### src/rtl/input_port_unit.sv
// Input port of the 5-port wormhole router: flit FIFO, XY route computation,
// wormhole route lock from head to tail, and registered forwarding to the crossbar.
module input_port_unit #(
   parameter int FLIT_W = 34,
   parameter int DEPTH  = 4,
   parameter int X_W    = 2,
   parameter int Y_W    = 2,
   parameter int CUR_X  = 0,
   parameter int CUR_Y  = 0
) (
   input  logic              clk,
   input  logic              rst,
   input  logic              in_valid,
   output logic              in_ready,
   input  logic [FLIT_W-1:0] in_flit,
   output logic [4:0]        req,
   input  logic [4:0]        grant,
   output logic              out_valid,
   output logic [FLIT_W-1:0] out_flit,
   output logic [4:0]        out_port,
   output logic              err
);

   localparam int AW = $clog2(DEPTH);
   localparam logic [X_W-1:0] CX = X_W'(CUR_X);
   localparam logic [Y_W-1:0] CY = Y_W'(CUR_Y);

   localparam logic [4:0] PORT_LOCAL = 5'b00001;
   localparam logic [4:0] PORT_NORTH = 5'b00010;
   localparam logic [4:0] PORT_EAST  = 5'b00100;
   localparam logic [4:0] PORT_SOUTH = 5'b01000;
   localparam logic [4:0] PORT_WEST  = 5'b10000;

   typedef enum logic {IDLE, ACTIVE} state_t;

   logic [FLIT_W-1:0] mem [DEPTH];
   logic [AW-1:0]     wr_ptr, rd_ptr;
   logic [AW:0]       count;
   logic              empty, full, push, pop;

   logic [FLIT_W-1:0] front;
   logic [1:0]        front_type;
   logic              front_is_head, front_is_tail;
   logic [X_W-1:0]    dest_x;
   logic [Y_W-1:0]    dest_y;
   logic [4:0]        route;

   state_t            state, state_nxt;
   logic [4:0]        port_q, port_nxt;
   logic              pop_en, drop, err_set;

   assign empty    = (count == '0);
   assign full     = (count == (AW+1)'(DEPTH));
   assign in_ready = !full;
   assign push     = in_valid && in_ready;
   assign pop      = pop_en || drop;

   assign front         = mem[rd_ptr];
   assign front_type    = front[FLIT_W-1:FLIT_W-2];
   // type bit 0 marks a head (01/11), bit 1 marks a tail (10/11)
   assign front_is_head = front_type[0];
   assign front_is_tail = front_type[1];
   assign dest_x        = front[X_W-1:0];
   assign dest_y        = front[X_W+Y_W-1:X_W];

   always_ff @(posedge clk) begin
      if (push) begin
         mem[wr_ptr] <= in_flit;
      end
   end

   always_ff @(posedge clk) begin
      if (rst) begin
         wr_ptr <= '0;
         rd_ptr <= '0;
         count  <= '0;
      end else begin
         if (push) begin
            wr_ptr <= wr_ptr + AW'(1);
         end
         if (pop) begin
            rd_ptr <= rd_ptr + AW'(1);
         end
         case ({push, pop})
            2'b10:   count <= count + (AW+1)'(1);
            2'b01:   count <= count - (AW+1)'(1);
            default: count <= count;
         endcase
      end
   end

   always_comb begin
      route = PORT_LOCAL;
      if (dest_x > CX) begin
         route = PORT_EAST;
      end else if (dest_x < CX) begin
         route = PORT_WEST;
      end else if (dest_y > CY) begin
         route = PORT_NORTH;
      end else if (dest_y < CY) begin
         route = PORT_SOUTH;
      end
   end

   always_ff @(posedge clk) begin
      if (rst) begin
         state  <= IDLE;
         port_q <= '0;
      end else begin
         state  <= state_nxt;
         port_q <= port_nxt;
      end
   end

   always_comb begin
      state_nxt = state;
      port_nxt  = port_q;
      req       = '0;
      pop_en    = 1'b0;
      drop      = 1'b0;
      err_set   = 1'b0;
      case (state)
         IDLE: begin
            if (|grant) begin
               err_set = 1'b1;
            end
            if (!empty) begin
               if (front_is_head) begin
                  port_nxt  = route;
                  state_nxt = ACTIVE;
               end else begin
                  drop    = 1'b1;
                  err_set = 1'b1;
               end
            end
         end
         ACTIVE: begin
            if (!empty) begin
               req = port_q;
            end
            // a grant from an output this packet never requested is a protocol error
            if (|(grant & ~port_q)) begin
               err_set = 1'b1;
            end
            if (|(grant & port_q)) begin
               if (empty) begin
                  err_set = 1'b1;
               end else begin
                  pop_en = 1'b1;
                  if (front_is_tail) begin
                     state_nxt = IDLE;
                  end
               end
            end
         end
         default: begin
            state_nxt = IDLE;
         end
      endcase
   end

   always_ff @(posedge clk) begin
      if (rst) begin
         out_valid <= 1'b0;
         out_flit  <= '0;
         out_port  <= '0;
         err       <= 1'b0;
      end else begin
         out_valid <= pop_en;
         if (pop_en) begin
            out_flit <= front;
            out_port <= port_q;
         end
         if (err_set) begin
            err <= 1'b1;
         end
      end
   end

endmodule

### config.mk
export PLATFORM = sky130hd
export DESIGN_NAME = input_port_unit
export DESIGN_NICKNAME = d
export VERILOG_FILES = /design/src/rtl/input_port_unit.sv
export SDC_FILE = /design/constraint.sdc
export NUM_CORES = 1
export LEC_CHECK = 0
export ABC_AREA = 1
export BUFFER_PORTS_ARGS = -buffer_cell sky130_fd_sc_hd__buf_2
export CELL_PAD_IN_SITES_DETAIL_PLACEMENT = 0
export CELL_PAD_IN_SITES_GLOBAL_PLACEMENT = 1
export CORE_ASPECT_RATIO = 1.25
export CORE_MARGIN = 1.5
export CORE_UTILIZATION = 46
export DETAILED_ROUTE_END_ITERATION = 7
export PLACE_DENSITY = 0.79
export SLEW_MARGIN = 20
export SYNTH_ARGS = -nofsm -noshare
export SYNTH_HDL_FRONTEND = slang
export SYNTH_SLANG_ARGS = --single-unit
### constraint.sdc
create_clock -name clk -period 2.7 [get_ports clk]
set_clock_uncertainty 0.05 [all_clocks]
set_input_delay 0.135 -clock clk [delete_from_list [all_inputs] [get_ports clk]]
set_output_delay 0.135 -clock clk [all_outputs]
set_load 0.1 [all_outputs]
Word-level counts from Yosys, hierarchy flattened
Memory sizes are Yosys's and may differ from the RTL's. A register that Yosys moved wholly into a read port is not among the register bits. Index checks and enable logic that the tools add are counted.

Shift operators: 0. Bitwise gates (word level): 5. Add/subtract/negate cells: 4. Div/mod/pow operators: 0. Order comparisons: 4. $mul: 0. Muxes and demuxes: 30. Equal/unequal tests: 3. Reductions and logical operators: 9.

Operators by type and width (number): 2-to-1 mux 5 bit (4); 2-to-1 mux 1 bit (19); OR reduction 5 bit (3); AND 5 bit (2); 2-to-1 mux 4 bit (2); one-hot mux 3 bit (2 select lines) (1); inverter 5 bit (1); adder 2 x 1 -> 2 bit (second input constant) (2); > comparator 2 x 1 -> 1 bit (second input constant) (2); < comparator 2 x 1 -> 1 bit (second input constant) (2); 2-to-1 mux 2 bit (2); one-hot mux 1 bit (2 select lines) (2); adder 3 x 1 -> 3 bit (second input constant) (1); == test 3 bit (second input constant) (1); logical NOT 3 bit (1); AND reduction 3 bit (1); subtractor 3 x 1 -> 3 bit (second input constant) (1); == test 2 x 1 -> 1 bit (second input constant) (1); == test 2 bit (second input constant) (1); inverter 1 bit (2); nonzero test 2 bit (1); logical AND 1 bit (1); logical NOT 1 bit (1); logical OR 1 bit (1).

Logic and storage cells: 65. Memories: 1. Memory bits (read-only): 0. Bits in writable memories: 136. Output and inout port bits: 47. Register bits: 54. Input port bits: 42. Latch bits: 0.

Memories: mem (depth 4, width 34, rd ports 1, clocked after Yosys merged registers in 1, write ports 1, RTL line 36) `logic [FLIT_W-1:0] mem [DEPTH];`.

Logic depth before layout (Yosys ltp)
Gate-level depths: netlist of run 1.

Word-level depth: 7. Depth in mapped cells: 13. Depth with buffers taken out: 13.

Worst setup path after synthesis of run 1
OpenSTA, ideal clock, no wires.

Path kind: flip-flop to flip-flop. From: register count[1]. To: memory mem[0][0] (enable). Period minus slack after synthesis: 3.398 ns. Setup time: 0.425 ns. Arrival time: 2.922 ns. Setup slack: -0.698 ns. Buffers on the path: 0. Required time: 2.225 ns. Stages on the path, launching flop included: 5. Cell sequence: dfxtp_1 > nor2_2 > nand2_1 > nand2_1 > nor2_1.

Word-level cells in the longest chain between the ends: 5.

Ends and longest elaborated chain: from (decl) (RTL line 38) `logic [AW:0] count;`; from (signal assigned) (RTL line 85) `2'b10: count <= count + (AW+1)'(1);`; from (signal assigned) (RTL line 86) `2'b01: count <= count - (AW+1)'(1);`; from (signal assigned) (RTL line 87) `default: count <= count;`; == test 3 bit (RTL line 53) `assign full = (count == (AW+1)'(DEPTH));`; logical NOT 1 bit (RTL line 54) `assign in_ready = !full;`; via in_ready (RTL line 14) `output logic in_ready,`; logical AND 1 bit (RTL line 55) `assign push = in_valid && in_ready;`; 2-to-1 mux 1 bit (RTL line 67) `if (push) begin`; 2-to-1 mux 1 bit (implied by the code) (RTL line 68) `mem[wr_ptr] <= in_flit;`; to (decl) (RTL line 36).

The timed path passes the listed nets, and every way through them passes these cells.

Worst setup path after layout of run 1
From: register count[1]. To: register count[2].

Word-level cells in the longest chain between the ends: 7. Elaborated cells between the ends (all ways): 16. Classes of those cells: 2 x add/sub; 3 x eq/ne; 6 x mux; 5 x reduce/logical.

Ends and longest elaborated chain: logical NOT 3 bit (RTL line 52) `assign empty = (count == '0);`; 2-to-1 mux 1 bit (RTL line 146) `if (empty) begin`; 2-to-1 mux 1 bit (RTL line 145) `if (|(grant & port_q)) begin`; 2-to-1 mux 1 bit (RTL line 122) `case (state)`; logical OR 1 bit (RTL line 56) `assign pop = pop_en || drop;`; == test 2 x 1 -> 1 bit / == test 2 bit (equally long branches) (RTL line 84) `case ({push, pop})`; one-hot mux 3 bit (2 select lines) / nonzero test 2 bit (equally long branches).

Several ways; a longest one is shown, not always the timed one. A chain may end at the register's enable or synchronous reset.

==> flow_summary.yaml, run 1 <==
pwr:
  total_power_uw: 8020
  powerDensity_mw_per_mm2: 909
  p_leak_uw: 0.00340
  ir_drop_uv: 455
worst_setup_path:
  end_kind: "flip-flop"
  crit_slowest_cell: "dfxtp_1"
  critPathRequiredTime_ps: 2960
  slowest_delay_ps: 370
  crit_buf_inv: 1
  crit_family: "compound AO/OA/AOI/OAI gates"
  cpMostUsedCell: "a21oi_1"
  critPathLaunchType: "flip-flop"
  arrival_ps: 2470
  path_max_fanout: 4
  critPathKind: "flip-flop to flip-flop"
  path_cells: "nor2_2 -> a21oi_1 -> nand2_1 -> nand2_1 -> ha_1 -> inv_1 -> fa_1 -> a21oi_1 -> o21ai_0 -> o21ai_0 -> a21oi_1"
clocking:
  clock_sinks: 188
  cts_buffers: 17
  post-cts-setup-buffer-count: 0
  clk_latency_ps: 430
  cts_tree: "built"
  path_clk_slew_ps: 70
  cts_buffer_depth: 2
  h-tree-depth: 4
  root_buffer: "clkbuf_16"
routing:
  viasPerCell: 5.06
  first_iter_violations: 259
  wl_per_cell_um: 15.5
  antenna_left: 0
  drc: 0
  vias: 4817
  drtPass1Iterations: 4
  wl_um: 14800
finish:
  area_growth_pct: 23.6
  stdcell_count: 952
  multi_input_area_mm2: 0.00178
  layout_commonest_cell: "edfxtp_1"
  antenna_cells: 0
  fin_nets: 779
  fillers: 1235
  mostFrequentLayoutCells: "136 x edfxtp_1, 122 x nor2_1, 97 x o21ai_0, 84 x buf_2, 56 x nand2_1"
  final_util: 0.586
  drive_above_1_share: 0.202
  seq_area_mm2: 0.00513
timing:
  hold-worst-slack_ps: 63.3
  fin_crit_sh: 0.817
  finalSetupViolCount: 0
  fin_crit_ps: 2210
  setup_ws_ps: 494
  final_max_slew_viol_count: 0
  max_slew_margin: 0.564
  finalHoldViolCount: 0
  max_slew.worst_pin.slew_ps: 653
  rsz0062_at_grt: "no"
  fmax_mhz: 453
place:
  port_buffers: 84
  dp_cells: 885
  place_hpwl_um: 8980
  place_congestion: 0.757
  preCtsSetupSlack_ps: 500
floorplan:
  io_pins: 89
  initial_core_util: 0.474
  fp-row-count: 50
  die_w_um: 114
  dieArea_mm2: 0.0163
  core_mm2: 0.0151
  die_h_um: 142
synth:
  synth-seq-cells: 188
  avgSynthCellArea_um2: 11.7
  syn_area_mm2: 0.00714
  async_reset_ff_frac: 0
  synth-main-ff-cell: "edfxtp_1"
  yosys_warnings: 0
  synth_enable_flop_cells: 136
  synth_cells: 611
  synthDistinctLibCells: 28
  seq_area_frac_synth: 0.717
global_route:
  grt_max_degree: 40
  met1_usage: 0.233
  track_usage: 0.191
  grtUsageMet2: 0.330
  grt_util_met3: 0.0422
  overflow: 0
  grt_pass1_vias: 4633
  top_usage_layer: "met2"
  grt_pass1_wl_um: 23300
  grt_antenna_before_repair: 0
outcome:
  status: "completed"
run:
  drv_cap: 0
hold_path:
  hp-class: "input port to flip-flop"
-- final cells by class --
cell class                      instances  share of cell area
Inverter                               22             0.00935
Multi-Input combinational cell        367               0.201
Sequential cell                       188               0.581
Clock buffer                           19              0.0514
Tap cell                              208              0.0295
Clock inverter                         13              0.0213
Timing Repair Buffer                  135               0.107
-- per-layer routing --
layer,up-vias,part of all wire
met5,-,0
met1,2318,0.43
met2,109,0.52
li1,2372,-
met4,0,0.017
met3,18,0.039
-- per-stage QoR --
| stage | cell area [µm²] | TNS (ps) |
|---|---|---|
| finish | 8830 | 0 |
| global route | 8830 | 0 |
| CTS | 8830 | 0 |
| detailed placement | 7840 | 0 |
| global placement | 7840 | 0 |
| floorplan | 7170 | -28240 |
-- power by group --
group,internal [µW],switching (µW)
logic,526,1320
clock network,1610,1040
registers,3410,108
-- state kept, by name (all words and copies together), names as in the netlist, named ones only --
| name | count |
|---|---|
| mem | 136 |
| out_flit | 34 |
| count | 3 |
| out_port | 3 |
| port_q | 3 |
| rd_ptr | 2 |
| wr_ptr | 2 |
| err | 1 |
| out_valid | 1 |
| state | 1 |
-- path summary, 6_finish.rpt --
path	slack, ps	from	endpoint	cells past startpoint
setup / recovery	490	count[1]	count[2]	11
hold / removal	60	grant[2]	err	5
setup reg to reg	490	count[1]	count[2]	11
hold reg to reg	420	out_port[1]	out_port[1]	2
-- timing repair --
action / in CTS / in global routing
resized for setup: 0 / 0
endpoints found under the hold margin: 145 / 0
hold buffers: 35 / 0
-- Yosys cell counts (2+ instances only) --
master | n | area, µm²
a21oi_1 | 21 | 105
buf_2 | 12 | 60.1
buf_4 | 7 | 52.6
buf_6 | 4 | 45.0
clkbuf_1 | 14 | 52.6
dfxtp_1 | 52 | 1040
edfxtp_1 | 136 | 4080
ha_1 | 5 | 62.6
inv_1 | 20 | 75.1
inv_2 | 2 | 7.51
nand2_1 | 56 | 210
nand2_2 | 3 | 18.8
nand3_1 | 11 | 55.1
nand3_2 | 3 | 30.0
nor2_1 | 126 | 473
nor2_2 | 2 | 12.5
nor3_1 | 3 | 15.0
o21ai_0 | 97 | 485
o22ai_1 | 28 | 175
-- tightest hold or removal path, cell delays in order --
cell,delay (ps)
buf_2,100
o31ai_1,70
nand3b_1,80
nor2_1,40
nor2_1,70
-- cells by family after synthesis --
kind of cell | Yosys count | share of synthesized area
other | 1 | 0.000525
buffers and inverters | 59 | 0.0410
AND/OR/NAND/NOR | 206 | 0.117
flip-flops | 188 | 0.717
adder cells (fa/ha/maj) | 6 | 0.0116
XOR/XNOR | 1 | 0.00123
AO/OA/AOI/OAI | 150 | 0.112
(Power assumes the default switching activity.)
==> run 2, diff against run 1 <==
--- a/config.mk
+++ b/config.mk
@@ -5,15 +5,15 @@
 export SDC_FILE = /design/constraint.sdc
 export NUM_CORES = 1
 export LEC_CHECK = 0
-export ABC_AREA = 1
+export ABC_AREA = 0
 export BUFFER_PORTS_ARGS = -buffer_cell sky130_fd_sc_hd__buf_2
 export CELL_PAD_IN_SITES_DETAIL_PLACEMENT = 0
 export CELL_PAD_IN_SITES_GLOBAL_PLACEMENT = 1
 export CORE_ASPECT_RATIO = 1.25
 export CORE_MARGIN = 1.5
-export CORE_UTILIZATION = 46
+export CORE_UTILIZATION = 43
 export DETAILED_ROUTE_END_ITERATION = 7
-export PLACE_DENSITY = 0.79
+export PLACE_DENSITY = 0.75
 export SLEW_MARGIN = 20
 export SYNTH_ARGS = -nofsm -noshare
 export SYNTH_HDL_FRONTEND = slang
==> constraint.sdc (replaced) <==
create_clock -name clk -period 1.95 [get_ports clk]
set_clock_uncertainty 0.05 [all_clocks]
set_input_delay 0.0975 -clock clk [delete_from_list [all_inputs] [get_ports clk]]
set_output_delay 0.0975 -clock clk [all_outputs]
set_load 0.1 [all_outputs]
==> flow_summary.yaml, run 2 <==
clocking:
  clock_sinks: 188
  cts_buffers: 17
  path_clk_slew_ps: 70
  root_buffer: "clkbuf_16"
  clk_latency_ps: 420
  cts_tree: "built"
  h-tree-depth: 4
  cts_buffer_depth: 2
synth:
  seq_area_frac_synth: 0.733
  avgSynthCellArea_um2: 16.0
  async_reset_ff_frac: 0
  synth.most_common_cell: "edfxtp_1"
  synth_common_cells: "136 x edfxtp_1, 76 x nand2_1, 52 x dfxtp_1"
  synth_cells: 436
  synth_enable_flop_cells: 136
  synthDistinctLibCells: 37
  synthTopCellsByArea: "edfxtp_1 58%, dfxtp_1 15%, mux4_2 11%"
  synth-main-ff-cell: "edfxtp_1"
  syn_area_mm2: 0.00699
  synth_top_area_share: 0.584
  yosys_warnings: 0
  synth-seq-cells: 188
  yosysTopAreaCell: "edfxtp_1"
finish:
  mostFrequentLayoutCells: "136 x edfxtp_1, 81 x buf_2, 76 x nand2_1, 50 x dfxtp_1, 44 x a21oi_1"
  drive_above_1_share: 0.362
  fin_nets: 653
  final_util: 0.578
  largest_register: "mem"
  antenna_cells: 0
  layout_commonest_cell: "edfxtp_1"
  area_growth_pct: 30.3
  largest_reg_flops: 136
  top_regs: "mem (136), out_flit (34)"
place:
  place_congestion: 0.776
  port_buffers: 84
  place_hpwl_um: 8310
routing:
  vias: 4146
  viasPerCell: 5.00
  antenna_left: 0
  drtPass1Iterations: 4
  wl_per_cell_um: 16.7
  wl_um: 13800
  drc: 0
  first_iter_violations: 250
floorplan:
  dieArea_mm2: 0.0170
  initial_core_util: 0.444
  io_pins: 89
  fp-row-count: 51
  die_h_um: 146
  core_mm2: 0.0158
  die_w_um: 117
hold_path:
  hp-class: "input port to flip-flop"
  holdPathStages: 2
worst_setup_path:
  critPathKind: "flip-flop to flip-flop"
  end_kind: "flip-flop"
  r2r_cells: 9
  path_max_fanout: 2
  critPathLaunchType: "flip-flop"
  critPathRequiredTime_ps: 2260
  arrival_ps: 2840
timing:
  fin_crit_ps: 2530
  fmax_mhz: 396
  finalHoldViolCount: 0
  hold-worst-slack_ps: 65.7
  setup_tns_ps: -1060
  rsz0062_at_grt: "yes"
  max_slew.worst_pin.slew_ps: 652
  max_slew_margin: 0.565
  final_max_slew_viol_count: 0
  setup_ws_ps: -576
  fin_crit_sh: 1.30
  finalSetupViolCount: 4
global_route:
  grt_pass1_vias: 4146
  overflow: 0
  grt_antenna_before_repair: 0
  track_usage: 0.170
  grt_max_degree: 35
  grt_pass1_wl_um: 21400
run:
  drv_cap: 0
pwr:
  total_power_uw: 10600
  ir_drop_uv: 703
  p_leak_uw: 0.00329
  powerDensity_mw_per_mm2: 1160
outcome:
  violations: "setup timing"
  status: "finished with violations"
==> run 2: changes by cell type after synthesis, sizes merged, moves of 3 or more <==
cell,before,now
a21oi,21,45
and3,0,8
buf,23,13
inv,22,7
mux4,0,34
nand2,59,76
nand2b,0,3
nand3,14,1
nor2,129,11
o21ai,98,3
o22ai,28,0
or3,0,3
==> run 2: through the flow <==
step                instances  instance area, µm²  worst slack [ps]
floorplan                 439                7030              -564
global placement          745                7910              -421
detailed placement        745                7910              -522
CTS                       815                8910              -509
global route              830                9110              -660
finish                    830                9110              -576
==> run 2: layout make-up <==
type | instances | area, µm²
Clock inverter | 11 | 86.3
Clock buffer | 21 | 482
Inverter | 7 | 26.3
Fill cell | 1269 | 6650
Timing Repair Buffer | 173 | 1320
Tap cell | 212 | 265
Multi-Input combinational cell | 218 | 1810
Sequential cell | 188 | 5130
==> run 2: power breakdown <==
part / total [µW] / internal (µW) / leakage [µW] / switching, µW
clock: 3240 / 1790 / 0.000269 / 1460
combinational: 2530 / 1270 / 0.00135 / 1260
sequential: 4810 / 4700 / 0.00167 / 116
==> run 2: worst max-delay path, stage by stage, from the launching register on <==
cell and delay [ps]:
dfxtp_2 360, mux4_2 540, mux2i_2 200, and2_4 200
ha_4 140, inv_2 40, fa_2 320, xor2_1 150
or3_1 340, a21oi_2 130
==> run 2: cells by family (layout without fill, tap and decap cells) <==
family                   count (synthesis)  after routing  share of synthesized area
flip-flops                             188            188                      0.733
multiplexers                            37             37                      0.115
AO/OA/AOI/OAI                           52             52                     0.0397
AND/OR/NAND/NOR                        115            116                     0.0728
XOR/XNOR                                 3              3                    0.00376
adder cells (fa/ha/maj)                  6              6                     0.0118
buffers and inverters                   34            212                     0.0240
other                                    1              4                   0.000536
==> run 2: path summary, 6_finish.rpt <==
check                                   from            to  slack (ps)
worst min register to register  out_flit[25]  out_flit[25]         400
worst max register to register     flip-flop      count[2]        -580
worst max-delay path               flip-flop      count[2]        -580
worst min-delay path                     rst  out_flit[25]          70
==> run 2: repair_timing <==
item                                    in CTS  in global routing
hold buffers                                36                  0
endpoints found under the setup margin      76                 26
resized for setup                           16                 19
buffers inserted                             1                 16
gates cloned                                 1                  0
hold endpoints to repair                   137                  0
pin swaps                                    1                  7
==> run 2: metal layers <==
layer,global-route usage,part of all wire,vias to the layer above
met5,0,0,-
met4,0.0590,0.016,0
met3,0.0408,0.034,19
met2,0.301,0.54,88
met1,0.200,0.41,2083
li1,-,-,1956
